===== src/rtl/rv_imm_enc_pkg.sv =====
// Shared constants and enum types for the rv_imm_enc constant-materialisation encoder.
package rv_imm_enc_pkg;

    localparam logic [6:0] OPC_LUI     = 7'b0110111;
    localparam logic [6:0] OPC_OPIMM   = 7'b0010011;
    localparam logic [6:0] OPC_OPIMM32 = 7'b0011011;
    localparam logic [2:0] FUNCT3_ADDI = 3'b000;

    typedef enum logic [1:0] {
        IDLE     = 2'd0,
        EMIT_LUI = 2'd1,
        EMIT_ADD = 2'd2
    } state_e;

    typedef enum logic [1:0] {
        SMALL = 2'd0,
        MID   = 2'd1,
        OOR   = 2'd2
    } class_e;

    typedef enum logic {
        KIND_LUI = 1'b0,
        KIND_ADD = 1'b1
    } kind_e;

endpackage


===== src/rtl/rv_imm_enc_fmt.sv =====
// Combinational formatter: builds a LUI or ADDI/ADDIW word from its fields.
module rv_imm_enc_fmt
    import rv_imm_enc_pkg::*;
(
    input  kind_e       kind_i,
    input  logic [4:0]  rd_i,
    input  logic [4:0]  rs1_i,
    input  logic [19:0] hi20_i,
    input  logic [11:0] lo12_i,
    input  logic        is_w_i,
    output logic [31:0] instr_o
);

    always_comb begin
        if (kind_i == KIND_LUI) begin
            instr_o = {hi20_i, rd_i, OPC_LUI};
        end else begin
            instr_o = {lo12_i, rs1_i, FUNCT3_ADDI, rd_i, (is_w_i ? OPC_OPIMM32 : OPC_OPIMM)};
        end
    end

endmodule


===== src/rtl/rv_imm_enc.sv =====
// Turns a signed constant into the LUI/ADDI(W) words that rebuild it, one word per handshake.
// Optional build macro RV_IMM_ENC_ZERO_LO_SKIP_EN drops the trailing ADD when lo12 is zero.
module rv_imm_enc
    import rv_imm_enc_pkg::*;
#(
    parameter int DATA_WIDTH = 64
) (
    input  logic                  clk_i,
    input  logic                  rst_n_i,
    input  logic                  val_valid_i,
    output logic                  val_ready_o,
    input  logic [DATA_WIDTH-1:0] val_i,
    input  logic [4:0]            rd_i,
    output logic                  instr_valid_o,
    input  logic                  instr_ready_i,
    output logic [31:0]           instr_o,
    output logic                  instr_last_o,
    output logic                  range_err_o
);

    localparam logic IS_W = (DATA_WIDTH == 64);

    state_e      state_q, state_d;
    logic [4:0]  rd_q, rd_d;
    logic [11:0] lo12_q, lo12_d;
    logic [31:0] instr_q, instr_d;
    logic        instr_valid_q, instr_valid_d;
    logic        instr_last_q, instr_last_d;
    logic        range_err_q, range_err_d;

    logic [DATA_WIDTH-12:0] top_small;
    logic [DATA_WIDTH-32:0] top_mid;
    class_e                 cls;
    logic [19:0]            hi20_in;
    logic                   skip_add;

    kind_e       fmt_kind;
    logic [4:0]  fmt_rd, fmt_rs1;
    logic [19:0] fmt_hi20;
    logic [11:0] fmt_lo12;
    logic        fmt_is_w;
    logic [31:0] fmt_word;

    // Adding 0x800 before taking bits [31:12] is the same as adding bit 11 at bit 12.
    assign hi20_in   = val_i[31:12] + {19'd0, val_i[11]};
    assign top_small = val_i[DATA_WIDTH-1:11];
    assign top_mid   = val_i[DATA_WIDTH-1:31];

    always_comb begin
        if ((&top_small) || (~|top_small)) begin
            cls = SMALL;
        end else if ((&top_mid) || (~|top_mid)) begin
            cls = MID;
        end else begin
            cls = OOR;
        end
    end

`ifdef RV_IMM_ENC_ZERO_LO_SKIP_EN
    assign skip_add = (val_i[11:0] == 12'd0);
`else
    assign skip_add = 1'b0;
`endif

    // In IDLE the formatter sees the fresh request; afterwards only the ADD word remains.
    always_comb begin
        if (state_q == IDLE) begin
            fmt_kind = (cls == SMALL) ? KIND_ADD : KIND_LUI;
            fmt_rd   = rd_i;
            fmt_rs1  = 5'd0;
            fmt_hi20 = hi20_in;
            fmt_lo12 = val_i[11:0];
            fmt_is_w = 1'b0;
        end else begin
            fmt_kind = KIND_ADD;
            fmt_rd   = rd_q;
            fmt_rs1  = rd_q;
            fmt_hi20 = 20'd0;
            fmt_lo12 = lo12_q;
            fmt_is_w = IS_W;
        end
    end

    rv_imm_enc_fmt u_fmt (
        .kind_i  (fmt_kind),
        .rd_i    (fmt_rd),
        .rs1_i   (fmt_rs1),
        .hi20_i  (fmt_hi20),
        .lo12_i  (fmt_lo12),
        .is_w_i  (fmt_is_w),
        .instr_o (fmt_word)
    );

    always_comb begin
        state_d       = state_q;
        rd_d          = rd_q;
        lo12_d        = lo12_q;
        instr_d       = instr_q;
        instr_valid_d = instr_valid_q;
        instr_last_d  = instr_last_q;
        range_err_d   = 1'b0;
        case (state_q)
            IDLE: begin
                if (val_valid_i) begin
                    rd_d   = rd_i;
                    lo12_d = val_i[11:0];
                    case (cls)
                        SMALL: begin
                            instr_d       = fmt_word;
                            instr_valid_d = 1'b1;
                            instr_last_d  = 1'b1;
                            state_d       = EMIT_ADD;
                        end
                        MID: begin
                            instr_d       = fmt_word;
                            instr_valid_d = 1'b1;
                            instr_last_d  = skip_add;
                            state_d       = EMIT_LUI;
                        end
                        default: begin
                            range_err_d = 1'b1;
                        end
                    endcase
                end
            end
            EMIT_LUI: begin
                if (instr_ready_i) begin
                    if (instr_last_q) begin
                        instr_valid_d = 1'b0;
                        instr_last_d  = 1'b0;
                        state_d       = IDLE;
                    end else begin
                        instr_d      = fmt_word;
                        instr_last_d = 1'b1;
                        state_d      = EMIT_ADD;
                    end
                end
            end
            EMIT_ADD: begin
                if (instr_ready_i) begin
                    instr_valid_d = 1'b0;
                    instr_last_d  = 1'b0;
                    state_d       = IDLE;
                end
            end
            default: begin
                state_d = IDLE;
            end
        endcase
    end

    always_ff @(posedge clk_i or negedge rst_n_i) begin
        if (!rst_n_i) begin
            state_q       <= IDLE;
            rd_q          <= 5'd0;
            lo12_q        <= 12'd0;
            instr_q       <= 32'd0;
            instr_valid_q <= 1'b0;
            instr_last_q  <= 1'b0;
            range_err_q   <= 1'b0;
        end else begin
            state_q       <= state_d;
            rd_q          <= rd_d;
            lo12_q        <= lo12_d;
            instr_q       <= instr_d;
            instr_valid_q <= instr_valid_d;
            instr_last_q  <= instr_last_d;
            range_err_q   <= range_err_d;
        end
    end

    assign val_ready_o   = (state_q == IDLE);
    assign instr_valid_o = instr_valid_q;
    assign instr_o       = instr_q;
    assign instr_last_o  = instr_last_q;
    assign range_err_o   = range_err_q;

endmodule


===== config.mk =====
export PLATFORM = sky130hd
export DESIGN_NAME = rv_imm_enc
export DESIGN_NICKNAME = d
export VERILOG_FILES = /design/src/rtl/rv_imm_enc_pkg.sv /design/src/rtl/rv_imm_enc_fmt.sv /design/src/rtl/rv_imm_enc.sv
export SDC_FILE = /design/constraint.sdc
export NUM_CORES = 1
export LEC_CHECK = 0
export ABC_AREA = 1
export CAP_MARGIN = 30
export CORE_ASPECT_RATIO = 1.75
export CORE_MARGIN = 2
export CORE_UTILIZATION = 40
export CTS_BUF_LIST = sky130_fd_sc_hd__clkbuf_16
export CTS_CLUSTER_SIZE = 24
export DETAILED_ROUTE_END_ITERATION = 10
export GPL_TIMING_DRIVEN = 1
export PLACE_DENSITY_LB_ADDON = 0.2
export SLEW_MARGIN = 20
export SYNTH_ARGS = -nofsm -noshare
export SYNTH_HDL_FRONTEND = slang
export SYNTH_SLANG_ARGS = --single-unit

===== constraint.sdc =====
create_clock -name clk_i -period 2.07 [get_ports clk_i]
set_input_delay 0.5175 -clock clk_i [delete_from_list [all_inputs] [get_ports clk_i]]
set_output_delay 0.5175 -clock clk_i [all_outputs]
set_load 0.02 [all_outputs]

# Word level (Yosys, flattened, before mapping)
# Cells that the tools add are included.
[op_classes]
add_sub_neg = 1
n_eq_ne = 10
mux = 35
n_reduce_logical = 18
[ops]
columns = ["op", "count"]
rows = [
  ["32-bit two-way mux", 5],
  ["32-bit one-hot mux with 2 select lines", 1],
  ["53-bit AND reduction", 1],
  ["53-bit OR reduction", 1],
  ["33-bit AND reduction", 1],
  ["33-bit OR reduction", 1],
  ["20-bit by 1-bit adder with 20-bit output", 1],
  ["20-bit two-way mux", 1],
  ["1-bit two-way mux", 13],
  ["12-bit two-way mux", 1],
  ["2-bit two-way mux", 6],
  ["2-bit != test, second input constant", 6],
  ["5-bit two-way mux", 2],
  ["5-bit AND reduction", 2],
  ["1-bit one-hot mux with 3 select lines", 2],
  ["2-bit one-hot mux with 3 select lines", 1],
  ["6-bit AND reduction", 1],
  ["2-bit by 1-bit == test with 1-bit output, second input constant", 2],
  ["2-bit zero test", 2],
  ["4-bit two-way mux", 1],
  ["2-bit one-hot mux with 2 select lines", 1],
  ["4-bit AND reduction", 1],
  ["3-bit by 1-bit != test with 1-bit output, second input constant", 1],
  ["3-bit nonzero test", 1],
  ["other kinds (7)", 9],
]
[totals]
ff_bits = 54
inputBits = 73
output_inout_bits = 36

# Depth between registers and ports, before layout
# Gate-level depths: netlist of the first run.
[depth]
depth_word = 12
mapped_depth = 13
ltp_nobuf = 13

# By module
# A second synthesis of the first run with hierarchy kept.
[unflattened]
cells_unflattened = 569
area_unflattened_um2 = 3736.1
[by_module_without_submodules]
columns = ["module", "n_inst", "cells_per_inst", "area_per_inst_um2", "seq_area_each_um2"]
rows = [
  ["rv_imm_enc", 1, 494, 3410.8, 1351.3],
  ["rv_imm_enc_fmt", 1, 75, 325.3, 0.0],
]

# Least setup slack after synthesis of the first run
# OpenSTA, ideal clock, no wires.
[synth_path]
kind = "register -> register"
from = "register state_q[0]"
to = "register lo12_q[10]"
arrival_time_ns = 1.768
required_time_ns = 1.945
setup_slack_ns = 0.178
path_stages_with_launch = 7
n_path_buf = 2
synth_period_minus_slack_ns = 1.892
path_cell_list = "dfrtp_1 inv_1 ha_1 buf_2 nand2_1 clkbuf_1 mux2_2"
[synth_via]
elab_chain_cells = 2
[synth_lines]
columns = ["item", "line", "source"]
rows = [
  ["start, declared", "rv_imm_enc.sv:23", "state_e state_q, state_d;"],
  ["start signal, assigned", "rv_imm_enc.sv:162", "state_q <= state_d;"],
  ["2-bit zero test", "--", ""],
  ["net val_ready_o", "rv_imm_enc.sv:11", "output logic val_ready_o,"],
  ["2-bit AND reduction (no source line)", "--", ""],
  ["end signal, assigned", "rv_imm_enc.sv:164", "lo12_q <= lo12_d;"],
  ["end, declared", "rv_imm_enc.sv:25", "logic [11:0] lo12_q, lo12_d;"],
]
# The timed path passes the listed nets, and every way through them passes these cells.
# A chain may end at the register's enable or synchronous reset.

# Worst setup path in the final report of the first run
[layout_path]
from = "input val_i[29]"
to = "register instr_q[28], in the netlist instr_o[28]"
[layout_via]
elab_chain_cells = 11
[layout_lines]
columns = ["item", "line", "source"]
rows = [
  ["start, declared", "rv_imm_enc.sv:12", "input logic [DATA_WIDTH-1:0] val_i,"],
  ["53-bit OR reduction", "rv_imm_enc.sv:50", "if ((&top_small) || (~|top_small)) begin"],
  ["1-bit zero test", "rv_imm_enc.sv:50", ""],
  ["1-bit logical OR (*)", "rv_imm_enc.sv:50", ""],
  ["2-bit two-way mux (*)", "rv_imm_enc.sv:50", ""],
  ["2-bit zero test", "rv_imm_enc.sv:68, rv_imm_enc.sv:107", ""],
  ["1-bit two-way mux", "rv_imm_enc.sv:68", "fmt_kind = (cls == SMALL) ? KIND_ADD : KIND_LUI;"],
  ["1-bit two-way mux", "rv_imm_enc.sv:67", "if (state_q == IDLE) begin"],
  ["32-bit two-way mux", "rv_imm_enc_fmt.sv:15", "if (kind_i == KIND_LUI) begin"],
  ["32-bit two-way mux, on equally long branches", "rv_imm_enc.sv:128, rv_imm_enc.sv:107", ""],
  ["32-bit two-way mux, on equally long branches", "rv_imm_enc.sv:127, rv_imm_enc.sv:104", ""],
  ["32-bit one-hot mux with 2 select lines", "rv_imm_enc.sv:102", "case (state_q)"],
  ["end signal, assigned", "rv_imm_enc.sv:165", "instr_q <= instr_d;"],
  ["end, declared", "rv_imm_enc.sv:26", "logic [31:0] instr_q, instr_d;"],
]
# Every way passes the cells marked *; elsewhere a longest branch is shown, timed or not. The select of a mux whose other input is x is not followed.

==> results.sh, run 1 <==
export IMPL_critPathSlowestCell="sky130_fd_sc_hd__clkdlybuf4s50_1"
export IMPL_startpoint_type="primary input"
export IMPL_clk_latency_ps=300
export IMPL_period_minus_slack_ps=2040
export IMPL_cts_hold_buf=0
export IMPL_drive_gt1_frac=0.162
export IMPL_tns_ps=0
export IMPL_fp_dieH_um=125
export IMPL_summed_instance_area_of_the_synthesized_netlist_um2=3340
export IMPL_worst_r2r_path_depth=10
export IMPL_grt_pass1_vias=3651
export IMPL_synth_top_cells_by_area="sky130_fd_sc_hd__dfrtp_1 (37%), sky130_fd_sc_hd__nand2_1 (25%), sky130_fd_sc_hd__nor2_1 (6.5%)"
export IMPL_clock_tree_htree_level_count=2
export IMPL_grt_util_all_layers=0.255
export IMPL_drt_total_wl_um=11400
export IMPL_flip_flop_and_latch_count_after_synthesis=50
export IMPL_cap_viol_max_count=0
export IMPL_post_synth_top_area_share=0.375
export IMPL_overall_overflow_remaining_after_global_route=0
export IMPL_die_width_um=73.1
export IMPL_hold_class="primary input to async pin"
export IMPL_required_ps=2310
export IMPL_detailedRoute_firstPassIterationCount=4
export IMPL_worst_setup_hold_path_clk_slew_ps=70
export IMPL_initialDrtViolationCount=144
export IMPL_area_sequential_um2=1250
export IMPL_achievable_frequency_mhz=490
export IMPL_synthDominantAreaCellType="sky130_fd_sc_hd__dfrtp_1"
export IMPL_skew_ps=5.92
export IMPL_finalSetupViolations=0
export IMPL_pwr_dens_nw_per_um2=1060
export IMPL_longest_individual_stage_delay_on_the_worst_path_ps=520
export IMPL_number_of_antenna_violations_at_the_first_check_in_global_routing=0
export IMPL_n_antenna_cell=0
export IMPL_finalHoldWorstSlack_ps=193
export IMPL_reg2reg_slack_ps=200
export IMPL_cts_root_to_sink_buffers=2
export IMPL_multi_input_area_um2=1960
export IMPL_grt_first_pass_wirelength_um=17600
export IMPL_final_period_utilization=0.985
export IMPL_highest_net_fanout_along_the_worst_path=8
export IMPL_globalplace_congestion=0.928
export IMPL_tritoncts="done"
export IMPL_place_detailed_hpwl_um=8970
export IMPL_r2r_start="state_q[1]"
export IMPL_area_growth_syn_to_layout_pct=55.9
export IMPL_post_synth_cell_area_avg_um2=6.70
export IMPL_place_port_buffers=107
export IMPL_floorplan_core_area_um2=8200
export IMPL_design_portCount=109
export IMPL_filler_cell_count=768
export IMPL_ir_drop_mv=0.863
export IMPL_report_final_hold_viol_count=0
export IMPL_cts_root_buf="sky130_fd_sc_hd__clkbuf_16"
export IMPL_worstReg2RegEnd="instr_o[4]"
export IMPL_post_synth_num_cell_types=30
export IMPL_yosysWarnings=0
export IMPL_cts_buffers_inserted=5
export IMPL_worst_path_most_repeated_cell="sky130_fd_sc_hd__nand2_1"
export IMPL_timing_critical_path_arrival_ps=2280
export IMPL_numClockSinks=50
export IMPL_crit_path_cell_trace="clkdlybuf4s50_1 -> nand2_1 -> nor2_2 -> nand3_2 -> nor2_4 -> nand3_4 -> nand3_4 -> nand2_1 -> nand2_1 -> nand2_1 -> nand2_1"
export IMPL_floorplan_rows=44
export IMPL_layout_nets=733
export IMPL_routed_wire_length_per_instance_um=15.3
export IMPL_outcome="finished clean"
export IMPL_netlist_instances=498
export IMPL_detailroute_via_count=3670
export IMPL_design_die_area_um2=9120
export IMPL_remaining_drc_errors=0
export IMPL_detail_route_antenna_nets=0
export IMPL_vias_per_cell=4.93
export IMPL_floorplan_initialDensity=0.407
export IMPL_synth_seq_area_share=0.375
export IMPL_timing_max_transition_violations_final=0
export IMPL_grt_start_max_net_pins=51
export IMPL_criticalPathCategory="primary input to register"
export IMPL_crit_path_end_kind="register"
export IMPL_total_leakage_power_uw=0.00262
export IMPL_synth_net_count=579
[report_power, final]
group,internal [µW],switching (µW),total (µW)
logic,1340,1670,3010
clock network,448,370,819
registers,1430,283,1710
[cell families after synthesis]
logic type / after synthesis / synth area share
compound gates: 32 / 0.0495
buf+inv: 60 / 0.0757
fa+ha+maj: 8 / 0.0300
flops: 50 / 0.375
other cells: 1 / 0.00112
xor+xnor: 12 / 0.0315
mux: 8 / 0.0270
simple gates: 327 / 0.410
[worst max path at each step]
stage | slack [ps] | to | depth (start not counted) | startpoint
finish | 30 | instr_o[28] | 11 | val_i[29]
CTS | -3 | state_q[0] | 12 | val_i[12]
global route | -20 | instr_o[28] | 11 | val_i[29]
detailed placement | -420 | instr_o[28] | 11 | val_i[29]
floorplan | 180 | lo12_q[10] | 6 | state_q[0]
global placement | -390 | instr_o[28] | 11 | val_i[29]
[per-stage QoR]
stage          instance area, µm²  utilization  total power, µW  setup WS, ps  cells
2_1_floorplan                3340            -             3330           178    498
3_3_place_gp                 4880        0.595             4630          -388    735
3_5_place_dp                 4880        0.595             4660          -416    735
4_1_cts                      5070        0.619             5520         -3.11    745
5_1_grt                      5200        0.634             5970         -22.6    745
6_report                     5200        0.634             5530          30.6    745
[critical path, delay by kind of cell]
family,cells,cell delay [ps]
AND/OR/NAND/NOR,10,1230
buffers and inverters,1,520
[sequential cells by signal (all words and copies together), names as in the netlist]
register and flops:
instr_last_o 1, rd_q 5, range_err_o 1, instr_o 28
lo12_q 12, state_q 2, instr_valid_o 1
[layer usage]
metal  GRT usage  vias to the layer above  wire length, µm
li1            -                     1845                -
met1       0.254                     1648             3890
met2       0.459                      134             6100
met3      0.0380                       43              559
met4       0.178                        0              823
met5           0                        -                0
[synthesized netlist by cell type (all sizes together)]
cell / number
ha: 8
nor2: 63
nand3: 17
nand3b: 1
clkbuf: 8
nand2: 226
nor3: 4
nand4: 15
or2: 1
conb: 1
inv: 42
a21oi: 1
xnor2: 5
a21o: 1
mux2: 8
xor2: 7
dfrtp: 50
buf: 10
o21ai: 29
o21bai: 1
[final cells by class]
type                    instances  area share
flip-flops and latches         50       0.240
clock inverters                 3     0.00409
inverters                      42      0.0303
clock buffers                   5      0.0240
repair buffers                164       0.302
multi-input cells             389       0.377
well taps                      92      0.0221
[layout by cell type (no fill, tap or decap), types with 2 or more instances in the layout]
cell                              Yosys  routed
sky130_fd_sc_hd__o21ai_1              4       5
sky130_fd_sc_hd__clkinv_4             0       2
sky130_fd_sc_hd__ha_1                 8       6
sky130_fd_sc_hd__o21ai_0             25      24
sky130_fd_sc_hd__nand3_2              4       3
sky130_fd_sc_hd__xnor2_1              5       5
sky130_fd_sc_hd__buf_4                4      48
sky130_fd_sc_hd__nor2_1              58      51
sky130_fd_sc_hd__mux2_2               8       8
sky130_fd_sc_hd__dlygate4sd2_1        0       2
sky130_fd_sc_hd__xor2_1               7       7
sky130_fd_sc_hd__nor3_1               4       3
sky130_fd_sc_hd__nor2_4               2       5
sky130_fd_sc_hd__dfrtp_1             50      50
sky130_fd_sc_hd__nand3_1             11       9
sky130_fd_sc_hd__ha_4                 0       2
sky130_fd_sc_hd__inv_1               40      39
sky130_fd_sc_hd__nand4_1             15      15
sky130_fd_sc_hd__nor2_2               3       7
sky130_fd_sc_hd__dlymetal6s2s_1       0       9
sky130_fd_sc_hd__nand2_1            224     221
sky130_fd_sc_hd__clkbuf_16            0       5
sky130_fd_sc_hd__buf_6                1       6
sky130_fd_sc_hd__buf_12               0       3
sky130_fd_sc_hd__nand3_4              2       6
sky130_fd_sc_hd__clkdlybuf4s50_1      0      95
sky130_fd_sc_hd__nand2_2              2       4
sky130_fd_sc_hd__inv_2                2       3
[timing repair]
| item | 4_1_cts | 5_1_grt |
|---|---|---|
| gates cloned | 1 | 0 |
| setup endpoints to repair | 24 | 31 |
| buffers inserted | 1 | 0 |
| gates resized for setup | 10 | 34 |
| pin swaps | 5 | 15 |
(Power assumes the default switching activity.)
==> run 2, diff against run 1 <==
- SETUP_SLACK_MARGIN: default -> 0.5
- clock period: 2.07 -> 2 ns (I/O delays scaled with it)
==> run 2 against run 1 <==
  * Register-to-register slack improved by 30 ps
  * Combinational power increased by 43%
  * Largest cell class unchanged
  * Utilization increased by 8.9 points
  * Non-clock buffer count increased by 36
  * Global-route usage increased by 0.38 points
  * Clock power decreased by 2.9%
  * Final cell count increased by 4.8%
  * Critical path depth increased by 1
  * First-iteration DRC count increased by 65%
  * Via count increased by 12%
  * Setup slack improved by 200 ps
==> results.sh, run 2 (synthesized netlist as in run 1, its figures left out) <==
export IMPL_worstReg2RegEnd="instr_o[14]"
export IMPL_fp_dieH_um=125
export IMPL_timing_max_transition_violations_final=0
export IMPL_number_of_antenna_violations_at_the_first_check_in_global_routing=0
export IMPL_skew_ps=1.63
export IMPL_layout_cells_most_common_list="sky130_fd_sc_hd__nand2_1 (174), sky130_fd_sc_hd__buf_4 (68), sky130_fd_sc_hd__dfrtp_1 (49)"
export IMPL_n_antenna_cell=0
export IMPL_detailedRoute_firstPassIterationCount=4
export IMPL_worst_setup_hold_path_clk_slew_ps=60
export IMPL_vias_per_cell=5.24
export IMPL_total_leakage_power_uw=0.00299
export IMPL_largest_register_ffs=28
export IMPL_detailedPlace_worstSlack_ps=-376
export IMPL_hold_class="primary input to async pin"
export IMPL_tritoncts="done"
export IMPL_cts_hold_buf=0
export IMPL_reg2reg_slack_ps=230
export IMPL_place_detailed_hpwl_um=8150
export IMPL_design_die_area_um2=9120
export IMPL_family_with_the_most_delay_on_the_worst_path="simple AND/OR/NAND/NOR gates"
export IMPL_design_portCount=109
export IMPL_longest_individual_stage_delay_on_the_worst_path_ps=250
export IMPL_die_width_um=73.1
export IMPL_grt_util_all_layers=0.259
export IMPL_outcome="finished clean"
export IMPL_fin_cells=781
export IMPL_cts_root_buf="sky130_fd_sc_hd__clkbuf_16"
export IMPL_met3_usage=0.0396
export IMPL_final_period_utilization=0.887
export IMPL_detail_route_antenna_nets=0
export IMPL_cap_viol_max_count=0
export IMPL_finalHoldWorstSlack_ps=236
export IMPL_clk_latency_ps=290
export IMPL_r2r_start="state_q[0]"
export IMPL_timing_slew_headroom=0.565
export IMPL_grt_start_max_net_pins=31
export IMPL_layout_nets=771
export IMPL_dp_cells=736
export IMPL_crit_path_cell_trace="buf_2 -> nor2_2 -> nand2_2 -> nor3_4 -> nand2_2 -> nand3_4 -> nand3_4 -> buf_12 -> buf_8 -> nor2_4 -> nand2_2 -> nand2_1"
export IMPL_worst_margin_slew_ps=652
export IMPL_highest_net_fanout_along_the_worst_path=7
export IMPL_setup_repair_after_global_routing_missed_its_margin="true"
export IMPL_numClockSinks=50
export IMPL_grt_first_pass_wirelength_um=18300
export IMPL_postLayoutCoreUtil=0.724
export IMPL_cts_buffers_inserted=5
export IMPL_drive_gt1_frac=0.415
export IMPL_globalplace_congestion=0.939
export IMPL_worstPathBufferInverterCount=3
export IMPL_worst_r2r_path_depth=11
export IMPL_period_minus_slack_ps=1770
export IMPL_startpoint_type="primary input"
export IMPL_overall_overflow_remaining_after_global_route=0
export IMPL_met1_usage=0.248
export IMPL_floorplan_rows=44
export IMPL_busiest_layer="met2"
export IMPL_timing_critical_path_arrival_ps=2010
export IMPL_place_port_buffers=107
export IMPL_floorplan_core_area_um2=8200
export IMPL_achievable_frequency_mhz=564
export IMPL_cts_root_to_sink_buffers=2
export IMPL_routed_wire_length_per_instance_um=16.6
export IMPL_tns_ps=0
export IMPL_timing_final_ws_setup_ps=226
export IMPL_critPathSlowestCell="sky130_fd_sc_hd__nor3_4"
export IMPL_ir_drop_mv=1.01
export IMPL_report_final_hold_viol_count=0
export IMPL_floorplan_initialDensity=0.407
export IMPL_detailroute_via_count=4094
export IMPL_mostFrequentLayoutCell="sky130_fd_sc_hd__nand2_1"
export IMPL_finalSetupViolations=0
export IMPL_grt_met2_usage=0.494
export IMPL_area_growth_syn_to_layout_pct=77.8
export IMPL_required_ps=2230
export IMPL_remaining_drc_errors=0
export IMPL_clock_tree_htree_level_count=2
export IMPL_pwr_dens_nw_per_um2=1160
export IMPL_drt_total_wl_um=13000
export IMPL_worst_path_most_repeated_cell="sky130_fd_sc_hd__nand2_2"
export IMPL_initialDrtViolationCount=237
export IMPL_criticalPathCategory="primary input to register"
export IMPL_grt_pass1_vias=4004
export IMPL_crit_path_end_kind="register"
==> run 2: cell count changes in the layout (fill, tap and decap cells not counted), moves of 9 or more <==
| cell | before | now |
|---|---|---|
| sky130_fd_sc_hd__clkdlybuf4s50_1 | 95 | 18 |
| sky130_fd_sc_hd__o21ai_0 | 24 | 14 |
| sky130_fd_sc_hd__nand2_2 | 4 | 42 |
| sky130_fd_sc_hd__buf_2 | 1 | 16 |
| sky130_fd_sc_hd__buf_4 | 48 | 68 |
| sky130_fd_sc_hd__clkbuf_2 | 0 | 15 |
| sky130_fd_sc_hd__nand2_1 | 221 | 174 |
| sky130_fd_sc_hd__clkdlybuf4s15_1 | 0 | 19 |
| sky130_fd_sc_hd__dlymetal6s2s_1 | 9 | 0 |
| sky130_fd_sc_hd__nor2_1 | 51 | 34 |
| sky130_fd_sc_hd__buf_6 | 6 | 32 |
| sky130_fd_sc_hd__nor2_4 | 5 | 18 |
==> run 2: what timing repair did <==
action / 4_1_cts / 5_1_grt
endpoints found under the setup margin: 75 / 69
buffers inserted: 17 / 15
gates cloned: 5 / 2
pin swaps: 58 / 59
resized for setup: 323 / 138
==> run 2: worst max-delay path by stage <==
stage	from	end	slack, ps	depth (start not counted)
floorplan	val_i[11]	instr_o[16]	330	11
global placement	val_i[11]	instr_o[23]	-320	11
detailed placement	val_i[11]	instr_o[30]	-380	12
CTS	state_q[0]	instr_o[14]	280	12
global route	val_i[56]	instr_o[14]	160	14
finish	val_i[47]	instr_o[14]	230	12
==> run 2: through the flow <==
step	total power (µW)	cell area [µm²]
after floorplan	3630	3530
after global placement	4690	5000
after detailed placement	4750	5000
after CTS	6080	5520
after global routing	7270	5940
final	6900	5940
==> run 2: per-layer routing <==
layer,wire [µm],vias up,share of wire
met1,4200,1902,0.32
li1,-,1936,-
met3,754,68,0.058
met4,977,0,0.075
met5,0,-,0
met2,7050,188,0.54
==> run 2: power by group <==
part	total, µW	switching (µW)	internal [µW]
logic	4290	2350	1940
clock network	795	350	445
registers	1810	332	1480
total	6900	3030	3870
==> run 2: cell type report <==
class,count,area (µm²)
Timing Repair Buffer,200,1870
Timing Repair inverter,2,22.5
Sequential cell,50,1250
Clock inverter,1,3.75
Inverter,42,179
Fill cell,624,2270
Tap cell,92,115
Multi-Input combinational cell,389,2360
Clock buffer,5,125
==> run 3, diff against run 2 <==
- CTS_CLUSTER_SIZE: 24 -> 12
- GPL_TIMING_DRIVEN: 1 -> default
==> results of run 3 <==
Final layout, timing and power as in run 2 (identical DEF).
